==> src/rtl/gantry_move_ctrl.sv <==
// gantry_move_ctrl: runs one relative gantry move at a time.
// It settles the magnet, steps X and then Y, and tracks the absolute position.
//
// Ports:
//   clock, reset (async, active-low)
//   cmd_valid/cmd_ready : command handshake
//   cmd_dx, cmd_dy      : signed step deltas
//   cmd_magnet          : magnet state for the move
//   step_x/dir_x        : X stepper pins
//   step_y/dir_y        : Y stepper pins
//   magnet              : electromagnet enable
//   busy, done          : move status; done pulses for one cycle
//   pos_x, pos_y        : signed absolute position, wraps modulo 2^POS_W
module gantry_move_ctrl #(
    parameter int DELTA_W       = 8,
    parameter int POS_W         = 12,
    parameter int HALF_PERIOD   = 25000,
    parameter int SETTLE_CYCLES = 500000
) (
    input  logic               clock,
    input  logic               reset,
    input  logic               cmd_valid,
    output logic               cmd_ready,
    input  logic [DELTA_W-1:0] cmd_dx,
    input  logic [DELTA_W-1:0] cmd_dy,
    input  logic               cmd_magnet,
    output logic               step_x,
    output logic               dir_x,
    output logic               step_y,
    output logic               dir_y,
    output logic               magnet,
    output logic               busy,
    output logic               done,
    output logic [POS_W-1:0]   pos_x,
    output logic [POS_W-1:0]   pos_y
);

    localparam int CNT_MAX = (HALF_PERIOD > SETTLE_CYCLES) ?
                             HALF_PERIOD : SETTLE_CYCLES;
    localparam int CNT_W   = $clog2(CNT_MAX + 1);

    localparam logic [CNT_W-1:0] HP_LAST     = CNT_W'(HALF_PERIOD - 1);
    localparam logic [CNT_W-1:0] SETTLE_LAST = CNT_W'(SETTLE_CYCLES - 1);

    typedef enum logic [2:0] {
        IDLE,
        SETTLE,
        STEP_X,
        STEP_Y,
        DONE
    } state_t;

    state_t             state;
    logic [CNT_W-1:0]   cnt;
    logic [DELTA_W-1:0] mag_x;
    logic [DELTA_W-1:0] mag_y;
    logic [DELTA_W-1:0] steps_left;

    logic hp_last;
    logic settle_last;

    // Unsigned magnitude; the most negative delta maps to 2^(DELTA_W-1),
    // which still fits in DELTA_W unsigned bits.
    function automatic logic [DELTA_W-1:0] magnitude(
        input logic [DELTA_W-1:0] d
    );
        return d[DELTA_W-1] ? (~d + DELTA_W'(1)) : d;
    endfunction

    assign hp_last     = (cnt == HP_LAST);
    assign settle_last = (cnt == SETTLE_LAST);

    always_ff @(posedge clock or negedge reset) begin
        if (!reset) begin
            state      <= IDLE;
            cnt        <= '0;
            mag_x      <= '0;
            mag_y      <= '0;
            steps_left <= '0;
            cmd_ready  <= 1'b1;
            step_x     <= 1'b0;
            dir_x      <= 1'b0;
            step_y     <= 1'b0;
            dir_y      <= 1'b0;
            magnet     <= 1'b0;
            busy       <= 1'b0;
            done       <= 1'b0;
            pos_x      <= '0;
            pos_y      <= '0;
        end else begin
            done <= 1'b0;
            case (state)
                IDLE: begin
                    if (cmd_valid && cmd_ready) begin
                        mag_x     <= magnitude(cmd_dx);
                        mag_y     <= magnitude(cmd_dy);
                        dir_x     <= ~cmd_dx[DELTA_W-1];
                        dir_y     <= ~cmd_dy[DELTA_W-1];
                        magnet    <= cmd_magnet;
                        cmd_ready <= 1'b0;
                        busy      <= 1'b1;
                        cnt       <= '0;
                        state     <= SETTLE;
                    end
                end

                SETTLE: begin
                    if (!settle_last) begin
                        cnt <= cnt + CNT_W'(1);
                    end else begin
                        cnt <= '0;
                        if (mag_x != '0) begin
                            state      <= STEP_X;
                            step_x     <= 1'b1;
                            steps_left <= mag_x;
                        end else if (mag_y != '0) begin
                            state      <= STEP_Y;
                            step_y     <= 1'b1;
                            steps_left <= mag_y;
                        end else begin
                            state <= DONE;
                            done  <= 1'b1;
                        end
                    end
                end

                // step_x itself marks the high or low half of the pulse.
                // Position moves on the high-to-low edge.
                STEP_X: begin
                    if (!hp_last) begin
                        cnt <= cnt + CNT_W'(1);
                    end else begin
                        cnt <= '0;
                        if (step_x) begin
                            step_x     <= 1'b0;
                            steps_left <= steps_left - DELTA_W'(1);
                            pos_x      <= dir_x ? pos_x + POS_W'(1)
                                                : pos_x - POS_W'(1);
                        end else if (steps_left != '0) begin
                            step_x <= 1'b1;
                        end else if (mag_y != '0) begin
                            state      <= STEP_Y;
                            step_y     <= 1'b1;
                            steps_left <= mag_y;
                        end else begin
                            state <= DONE;
                            done  <= 1'b1;
                        end
                    end
                end

                STEP_Y: begin
                    if (!hp_last) begin
                        cnt <= cnt + CNT_W'(1);
                    end else begin
                        cnt <= '0;
                        if (step_y) begin
                            step_y     <= 1'b0;
                            steps_left <= steps_left - DELTA_W'(1);
                            pos_y      <= dir_y ? pos_y + POS_W'(1)
                                                : pos_y - POS_W'(1);
                        end else if (steps_left != '0) begin
                            step_y <= 1'b1;
                        end else begin
                            state <= DONE;
                            done  <= 1'b1;
                        end
                    end
                end

                // The done pulse is already showing; busy stays up through it.
                DONE: begin
                    state     <= IDLE;
                    busy      <= 1'b0;
                    cmd_ready <= 1'b1;
                end

                default: begin
                    state     <= IDLE;
                    busy      <= 1'b0;
                    cmd_ready <= 1'b1;
                    step_x    <= 1'b0;
                    step_y    <= 1'b0;
                end
            endcase
        end
    end

endmodule

==> config.mk <==
export PLATFORM = sky130hd
export DESIGN_NAME = gantry_move_ctrl
export DESIGN_NICKNAME = d
export VERILOG_FILES = /design/src/rtl/gantry_move_ctrl.sv
export SDC_FILE = /design/constraint.sdc
export NUM_CORES = 1
export LEC_CHECK = 0
export ABC_AREA = 1
export CORE_MARGIN = 4
export CORE_UTILIZATION = 60
export DETAILED_ROUTE_END_ITERATION = 10
export PLACE_DENSITY = 0.91
export SLEW_MARGIN = 0
export SYNTH_ARGS = -nofsm -noshare
export SYNTH_HDL_FRONTEND = slang
export SYNTH_SLANG_ARGS = --single-unit
==> constraint.sdc <==
create_clock -name clock -period 2.8 [get_ports clock]
set_input_delay 0.28 -clock clock [delete_from_list [all_inputs] [get_ports clock]]
set_output_delay 0.28 -clock clock [all_outputs]
set_load 0.01 [all_outputs]
==> results.md, run 1 <==
- The most frequent standard cell in the layout excluding fill and tap cells is sky130_fd_sc_hd__nand2_1.
- Summing every instance area after synthesis gives 5640 sq um.
- Setup repair after global routing left no endpoint under its margin.
- After floorplanning, the core was sized to cover 9200 sq um.
- The post-CTS setup buffer count is 0.
- Summed over all layers, the routed wires come to 12.7 mm.
- The die covers 11000 sq um.
- Of the cells placed in the final design, the portion with a size suffix greater than 1 is 0.0664.
- IR analysis of the VDD net gives a maximum drop of 0.000332 V.
- The number of distinct standard cells referenced by the synthesized netlist is 43.
- In this run the cell area measured after placement is 6230 sq um.
- The post-route minimum period is 2.07 ns.
- At the worst endpoint, the arrival time is 2.31 ns.
- The top fanout value on the critical path is 11.
- In this run the tool buffered the top-level ports with 51 buffer cells.
- The number of warnings reported in the yosys synthesis log is 0.
- The antenna cell count is 0.
- The depth of the CTS H-tree is 3.
- Setup violations remaining at the end of the flow were counted as 0.
- Summed over all cells, the static leakage comes to 3.26 nW.
- The power per cell area is 360 nW/um^2.
- The number of gates resized after CTS was 0.
- The first global-routing pass estimated 21.9 mm of wire.
- Summing over every cut layer, the via total after detailed routing is 5358.
- Entering global routing, the biggest net connects 79 pins.
- Across the run, the number of max-cap violations was 0.
- The total overflow left after global routing is 0.
- The routed via count divided by cell count is 5.44.
- After detailed routing, the average wire length per cell comes to 12.9 microns.
- Relative to the synthesized area, the layout overhead comes to 15.2%.
- The floorplan has 35 rows.
- The flow ran to the end, and the final reports show no timing, DRC or antenna violations.
- The average instance in the mapped netlist occupies 6.90 sq um.
- The die extent in x is 105 microns.
- The initial DRC count is 445.
- In the synthesized netlist the async set-or-reset flop fraction comes to 1.00.
- After clock tree synthesis, the clock-pin slew on the worst setup and hold paths is 0.08 ns.
- Based on the critical path, the design can be clocked at up to 0.483 GHz.
- The count of nets left with antenna violations once routing finished came out at 0.
- Counting every instance in the synthesized netlist gives 817.
- Fill cells in the final layout number 758.
- The final-report max-slew violation count is 0.
- At the end of routability-driven placement, the weighted congestion stood at 0.991.
- TritonCTS built the clock tree.
- The number of top-level pins is 52.
- Counting along the longest clock path gives a buffer depth of 2.
- In this run the tightest slew margin relative to its limit is 0.360.
- STA classifies the critical path endpoint as a flip-flop.
- The path type of the worst setup path is reg2reg.
- The actual slew at the worst max-slew pin is 0.960 ns.
- The number of enable-type register cells in the synthesized netlist is 0.
- The clock network latency to the later pin of the worst-skew pair is 0.35 ns.
- Excluding fillers, the count of instances in the completed layout stands at 985.
- Hold repair after CTS inserted 0 buffers.
- With fillers left out, the area of the finished cells amounts to 6500 sq um.
- The design draws 2.34 mW.
- The flip-flop and latch area is 1950 sq um.
- The number of global-route vias before repair is 4876.
- The area used by multi-input combinational logic is 3210 sq um.
- The pre-antenna-repair detailed-routing pass consisted of 6 iterations.
- At the worst endpoint, the required time is 3.03 ns.
- The total global routing track utilization is 0.236.
- The number of hold violations in the final report is 0.
- In the final design database the tool counted 916 nets.
- The share of the yosys chip area belonging to registers is 0.346.
- After synthesis the netlist holds a flip-flop and latch count of 78.
- Clock tree synthesis inserted a total of 9 buffers.
- The setup TNS is 0 ns.
- Counting tap cells, the placed design contains a total of 969 instances.
- The type of origin of the critical path is a flip-flop.
- The initial core utilization is 0.613.
- In the routed design, unresolved DRC markers number 0.
- The number of antenna violations at the first check in global routing came to 0.
- In the layout the commonest cells are 244 x sky130_fd_sc_hd__nand2_1, 109 x sky130_fd_sc_hd__nor2_1, 97 x sky130_fd_sc_hd__inv_1.
- The tree built by TritonCTS fans out to 78 sinks.
- For the final database, setup skew stands at 0.00655 ns.
- The most used flip-flop cell after synthesis is sky130_fd_sc_hd__dfrtp_1.
- The sum of net half-perimeters after detailed placement is 9.41 mm.
- Counting every net in the synthesized netlist gives 864.
- Clock tree synthesis selected as its root buffer the cell sky130_fd_sc_hd__clkbuf_8.
- The floorplan step set the die height to 105 microns.
- The share of the cycle needed by the critical path after routing is 0.740.
- The type of the most critical hold path is in2async.
==> metrics by stage <==
| stage | hold slack, ns | worst slack [ns] | util |
|---|---|---|---|
| 2_1_floorplan | -0.0156 | 0.967 | - |
| 3_3_place_gp | 0.466 | 0.812 | 0.677 |
| 3_5_place_dp | 0.474 | 0.751 | 0.677 |
| 6_report | 0.0737 | 0.729 | 0.707 |
| 4_1_cts | 0.132 | 0.713 | 0.707 |
| 5_1_grt | 0.173 | 0.512 | 0.707 |
==> cells in the mapped netlist, drive strengths merged (3+ instances only) <==
cell | count | area [sq um]
nand2 | 251 | 960
nor2 | 119 | 477
inv | 102 | 383
dfrtp | 77 | 1930
nand3 | 56 | 298
o21ai | 46 | 249
a21oi | 29 | 149
ha | 25 | 313
xor2 | 23 | 201
nand4 | 19 | 125
nor3 | 16 | 106
xnor2 | 15 | 131
buf | 11 | 77.6
o21bai | 4 | 30.0
a21boi | 3 | 22.5
clkbuf | 3 | 11.3
==> cell type report <==
cell class,instances,area share
sequential,78,0.301
inverter,103,0.0595
clock buffer,10,0.0212
tap,111,0.0214
clock inverter,6,0.0204
timing repair buffer,55,0.0828
multi-input combinational,622,0.494
==> power breakdown <==
part           switching, mW  internal, mW  leakage, nW
Sequential                 0          1.13         1.03
Clock                  0.427         0.705        0.132
Combinational         0.0484        0.0365         2.10
==> metal layers <==
layer  wire [microns]  GRT usage  vias to the layer above
li1                 -          -                     2714
met4              206     0.0712                        0
met5                0          0                        -
met3              633     0.0247                       20
met1             6220      0.348                     2461
met2             5640      0.368                      163
==> sequential cells by signal, summed over array words and instances (netlist names) <==
signal      count
busy            1
cmd_ready       1
cnt            19
dir_x           1
dir_y           1
done            1
mag_x           8
mag_y           8
magnet          1
pos_x          12
pos_y          12
state           3
step_x          1
step_y          1
steps_left      8
==> worst max-delay path, cell delays in order (launching register included) <==
cell and delay [ns]:
sky130_fd_sc_hd__dfrtp_1 0.43, sky130_fd_sc_hd__inv_1 0.34, sky130_fd_sc_hd__ha_1 0.36, sky130_fd_sc_hd__a21oi_1 0.20, sky130_fd_sc_hd__o21ai_0 0.20, sky130_fd_sc_hd__nand3_1 0.13
sky130_fd_sc_hd__nand3_1 0.07, sky130_fd_sc_hd__nand2_1 0.07, sky130_fd_sc_hd__nand2_1 0.05, sky130_fd_sc_hd__nand2_1 0.05, sky130_fd_sc_hd__nand2_1 0.05
==> kinds of logic (layout without fill, tap and decap cells) <==
family	Yosys count	count (layout)	synth area share
simple gates	464	464	0.353
buf+inv	117	174	0.0843
compound gates	93	93	0.0945
flops	78	78	0.346
xor+xnor	38	38	0.0590
fa+ha+maj	27	27	0.0626
==> worst paths after layout <==
| check | startpoint | end | slack (ns) | depth (start not counted) |
|---|---|---|---|---|
| min in group clock | cmd_magnet | magnet | 0.46 | 3 |
| max in group asynchronous | reset | pos_y[0] | 2.10 | 1 |
| setup / recovery | dir_y | pos_y[11] | 0.73 | 10 |
| hold reg to reg | mag_y[3] | mag_y[3] | 0.50 | 2 |
| setup reg to reg | dir_y | pos_y[11] | 0.73 | 10 |
| hold / removal | reset | pos_x[7] | 0.07 | 1 |
Note: power is estimated with default switching activity, not from simulation.
==> run 2: changes to the inputs <==
Settings changed: CORE_UTILIZATION 60 to 53, PLACE_DENSITY 0.91 to 0.85.
Clock period 2.8 ns to 1.8 ns, I/O delays scaled along.
==> run 2 against run 1 <==
Against the previous run: non-clock buffer count rose by 39; clock skew grew 0.0027 ns; flip-flop and latch count unchanged; global-route usage fell by 1.1 points; critical endpoint is now pos_x[11].
==> results.md, run 2 (synthesis results as in run 1) <==
- The number of hold violations in the final report is 0.
- In this run the horizontal extent of the chip is 111 microns.
- The number of antenna violations at the first check in global routing is 0.
- The die covers 12400 sq um.
- Once detailed placement completed, the half-perimeter wirelength came to 10.2 mm.
- The region available for standard cell placement spans 10300 sq um.
- The setup skew after layout is 0.00927 ns.
- Of the total power, the share spent switching nets is 0.220.
- The post-detailed-route wirelength per cell is 13.5 microns.
- The proportion of power drawn by flip-flops and latches is 0.513.
- The fraction of power consumed by combinational cells is 0.042.
- The worst setup path is launched from a flip-flop.
- In this run the power density over the cells is 482 nW/um^2.
- The most frequent standard cell in the layout excluding fill and tap cells is sky130_fd_sc_hd__nand2_1.
- The number of cells on the worst reg-to-reg path is 10.
- The largest delay contributor family on the critical path is simple AND/OR/NAND/NOR gates.
- Dividing the final minimum period by the clock period gives 0.983.
- The clock network fraction of total power is 0.445.
- The final global-route overflow total is 0.
- At the end of the flow, the number of nets in the layout was 956.
- The internal power of the cells is 2.66 mW.
- VDD sags by at most 0.000401 V.
- The run finished with clean final reports.
- The residual antenna-violating net count after detailed routing is 0.
- The number of top-level pins is 52.
- The pre-antenna-repair detailed-routing pass consisted of 7 iterations.
- The largest single stage delay on the critical path is 0.43 ns.
- The total global routing track utilization is 0.225.
- The number of failing setup endpoints in the final timing report is 0.
- The count of vias placed by the detailed router is 5590.
- Clock-pin slew was measured on the worst setup and hold paths at 0.08 ns.
- The overall power is 3.41 mW.
- The critical path buffer and inverter count is 2.
- From synthesis to final layout, the design area changed by 25.4%.
- The placed cell area is 6540 sq um.
- The site row count is 37.
- The first global-routing pass estimated 23.2 mm of wire.
- Among the stages of the critical path, the cell type that occurs most often is sky130_fd_sc_hd__nand2_1.
- The number of design rule violations left after detail routing is 0.
- The standby leakage power is 3.50 nW.
- The worst endpoint required time is 2.07 ns.
- The cell with the biggest individual delay on the critical path is sky130_fd_sc_hd__dfrtp_1.
- The type of the most critical hold path is in2async.
- The endpoint of the worst-slack reg-to-reg timing path is pos_x[11].
- The height of the die is 111 microns.
- The largest registers in the layout are cnt x19, pos_x x12, pos_y x12.
- The actual slew at the worst max-slew pin is 0.405 ns.
- The final cell count without fillers is 1049.
- The worst setup path is of the reg2reg kind.
- The clock network latency to the later pin of the worst-skew pair is 0.37 ns.
- The number of flip-flops in the largest register is 19.
- For this configuration, the core starts out at a cell density of 0.546.
- The longest clock path from root to sink contains 2 buffers.
- The H-tree was split into 3 levels.
- The worst setup path is captured at a flip-flop.
- The headroom to the max-slew limit is 0.727.
- The library cells used most frequently in the layout, excluding fill and tap cells, are 240 x sky130_fd_sc_hd__nand2_1, 99 x sky130_fd_sc_hd__nor2_1, 94 x sky130_fd_sc_hd__inv_1.
- Summed over all layers, the routed wires come to 14.1 mm.
- The register with the most flip-flops is cnt.
- The hold slack is 0.242 ns.
- In the final timing run, aggregate negative setup slack is 0 ns.
- The final design area excluding fillers is 7070 sq um.
- TritonCTS built the clock tree.
- The top fanout value on the critical path is 9.
- The repair_antennas step left the layout with diodes totalling 0.
- The root buffer cell chosen for the clock tree is sky130_fd_sc_hd__clkbuf_8.
- The number of global-route vias before repair is 5073.
- The total clock sinks is 78.
- The smallest clock period supported by the final layout is computed as 1.77 ns.
- In this run the power spent charging and discharging nets is 0.750 mW.
- The signal on the critical path passes through inv_4 > ha_1 > buf_4 > nand2_1 > nor2_1 > nand3_1 > nand4_1 > nand2_1 > nand2_1 > nand2_1.
- The fmax is 0.565 GHz.
- The number of max-cap violations is 0.
- TritonCTS created 9 clock buffers.
- Data arrives at the worst endpoint at 2.04 ns.
- Entering global routing, the biggest net connects 38 pins.
- The worst reg2reg path startpoint is dir_x.
- The initial DRC count is 569.
- The cell total after placement is 1026.
- The final-report max-slew violation count is 0.
- The final RePlAce weighted congestion is 0.973.
- Of the cells placed in the final design, the portion with a size suffix greater than 1 is 0.154.
- Dividing the detail-routed via count by the number of cells gives 5.33.
- The register-to-register path setup slack is 0.03 ns.
- Buffers placed on the I/O ports in this run total 51.
- Setup repair after global routing could not meet its margin everywhere.
## run 2: cell types whose count changed in the layout (fill, tap and decap cells not counted), sizes merged
cell / change
dlymetal6s2s: +1
clkbuf: +1
clkinv: +2
dlygate4sd3: +1
clkinvlp: -1
buf: +38
clkdlybuf4s50: -1
bufinv: -2
## run 2: repair_timing
item / in CTS / in global routing
hold endpoints to repair: 20 / 0
hold buffers: 1 / 0
gates resized for setup: 4 / 54
setup endpoints to repair: 6 / 63
gates cloned: 0 / 1
pin swaps: 0 / 10
setup buffers: 0 / 6
## run 2: area by class of cell
| cell class | instances | area (sq um) |
|---|---|---|
| Multi-Input combinational cell | 622 | 3450 |
| Fill cell | 861 | 3250 |
| Sequential cell | 78 | 1960 |
| Timing Repair Buffer | 94 | 873 |
| Inverter | 103 | 394 |
| Tap cell | 136 | 170 |
| Clock buffer | 11 | 151 |
| Clock inverter | 4 | 70.1 |
| Timing Repair inverter | 1 | 6.26 |
## run 2: through the flow
stage               utilization  setup slack (ns)
floorplan                     -            0.0513
global placement          0.633            0.0540
detailed placement        0.633           -0.0381
CTS                       0.657          0.000416
global route              0.685           -0.0674
finish                    0.685            0.0301
## run 2: worst max path at each step
stage / startpoint / to / slack (ns) / cells past startpoint
detailed placement: dir_y / pos_y[7] / -0.04 / 8
finish: dir_x / pos_x[11] / 0.03 / 10
global route: dir_x / pos_x[11] / -0.07 / 10
CTS: dir_x / pos_x[11] / 0.0004 / 10
global placement: dir_y / pos_y[11] / 0.05 / 10
floorplan: dir_y / pos_y[11] / 0.05 / 9
## run 2: power groups by stage
stage,Combinational [mW],Clock (mW),Sequential [mW]
after floorplan,0.0415,0,1.79
after global placement,0.140,0,1.79
after detailed placement,0.144,0,1.79
after CTS,0.146,1.53,1.75
after global routing,0.162,1.61,1.75
final,0.142,1.52,1.75
## run 2: worst register-to-register path: stages (launching register included)
cell	delay, ns
sky130_fd_sc_hd__dfrtp_1	0.43
sky130_fd_sc_hd__inv_4	0.09
sky130_fd_sc_hd__ha_1	0.33
sky130_fd_sc_hd__buf_4	0.14
sky130_fd_sc_hd__nand2_1	0.07
sky130_fd_sc_hd__nor2_1	0.14
sky130_fd_sc_hd__nand3_1	0.12
sky130_fd_sc_hd__nand4_1	0.14
sky130_fd_sc_hd__nand2_1	0.09
sky130_fd_sc_hd__nand2_1	0.07
sky130_fd_sc_hd__nand2_1	0.06
## run 2: layer usage
layer / part of all wire / global-route usage / vias up
li1: - / - / 2790
met1: 0.46 / 0.313 / 2584
met2: 0.46 / 0.354 / 193
met3: 0.056 / 0.0251 / 23
met4: 0.024 / 0.0998 / 0
met5: 0 / 0 / -
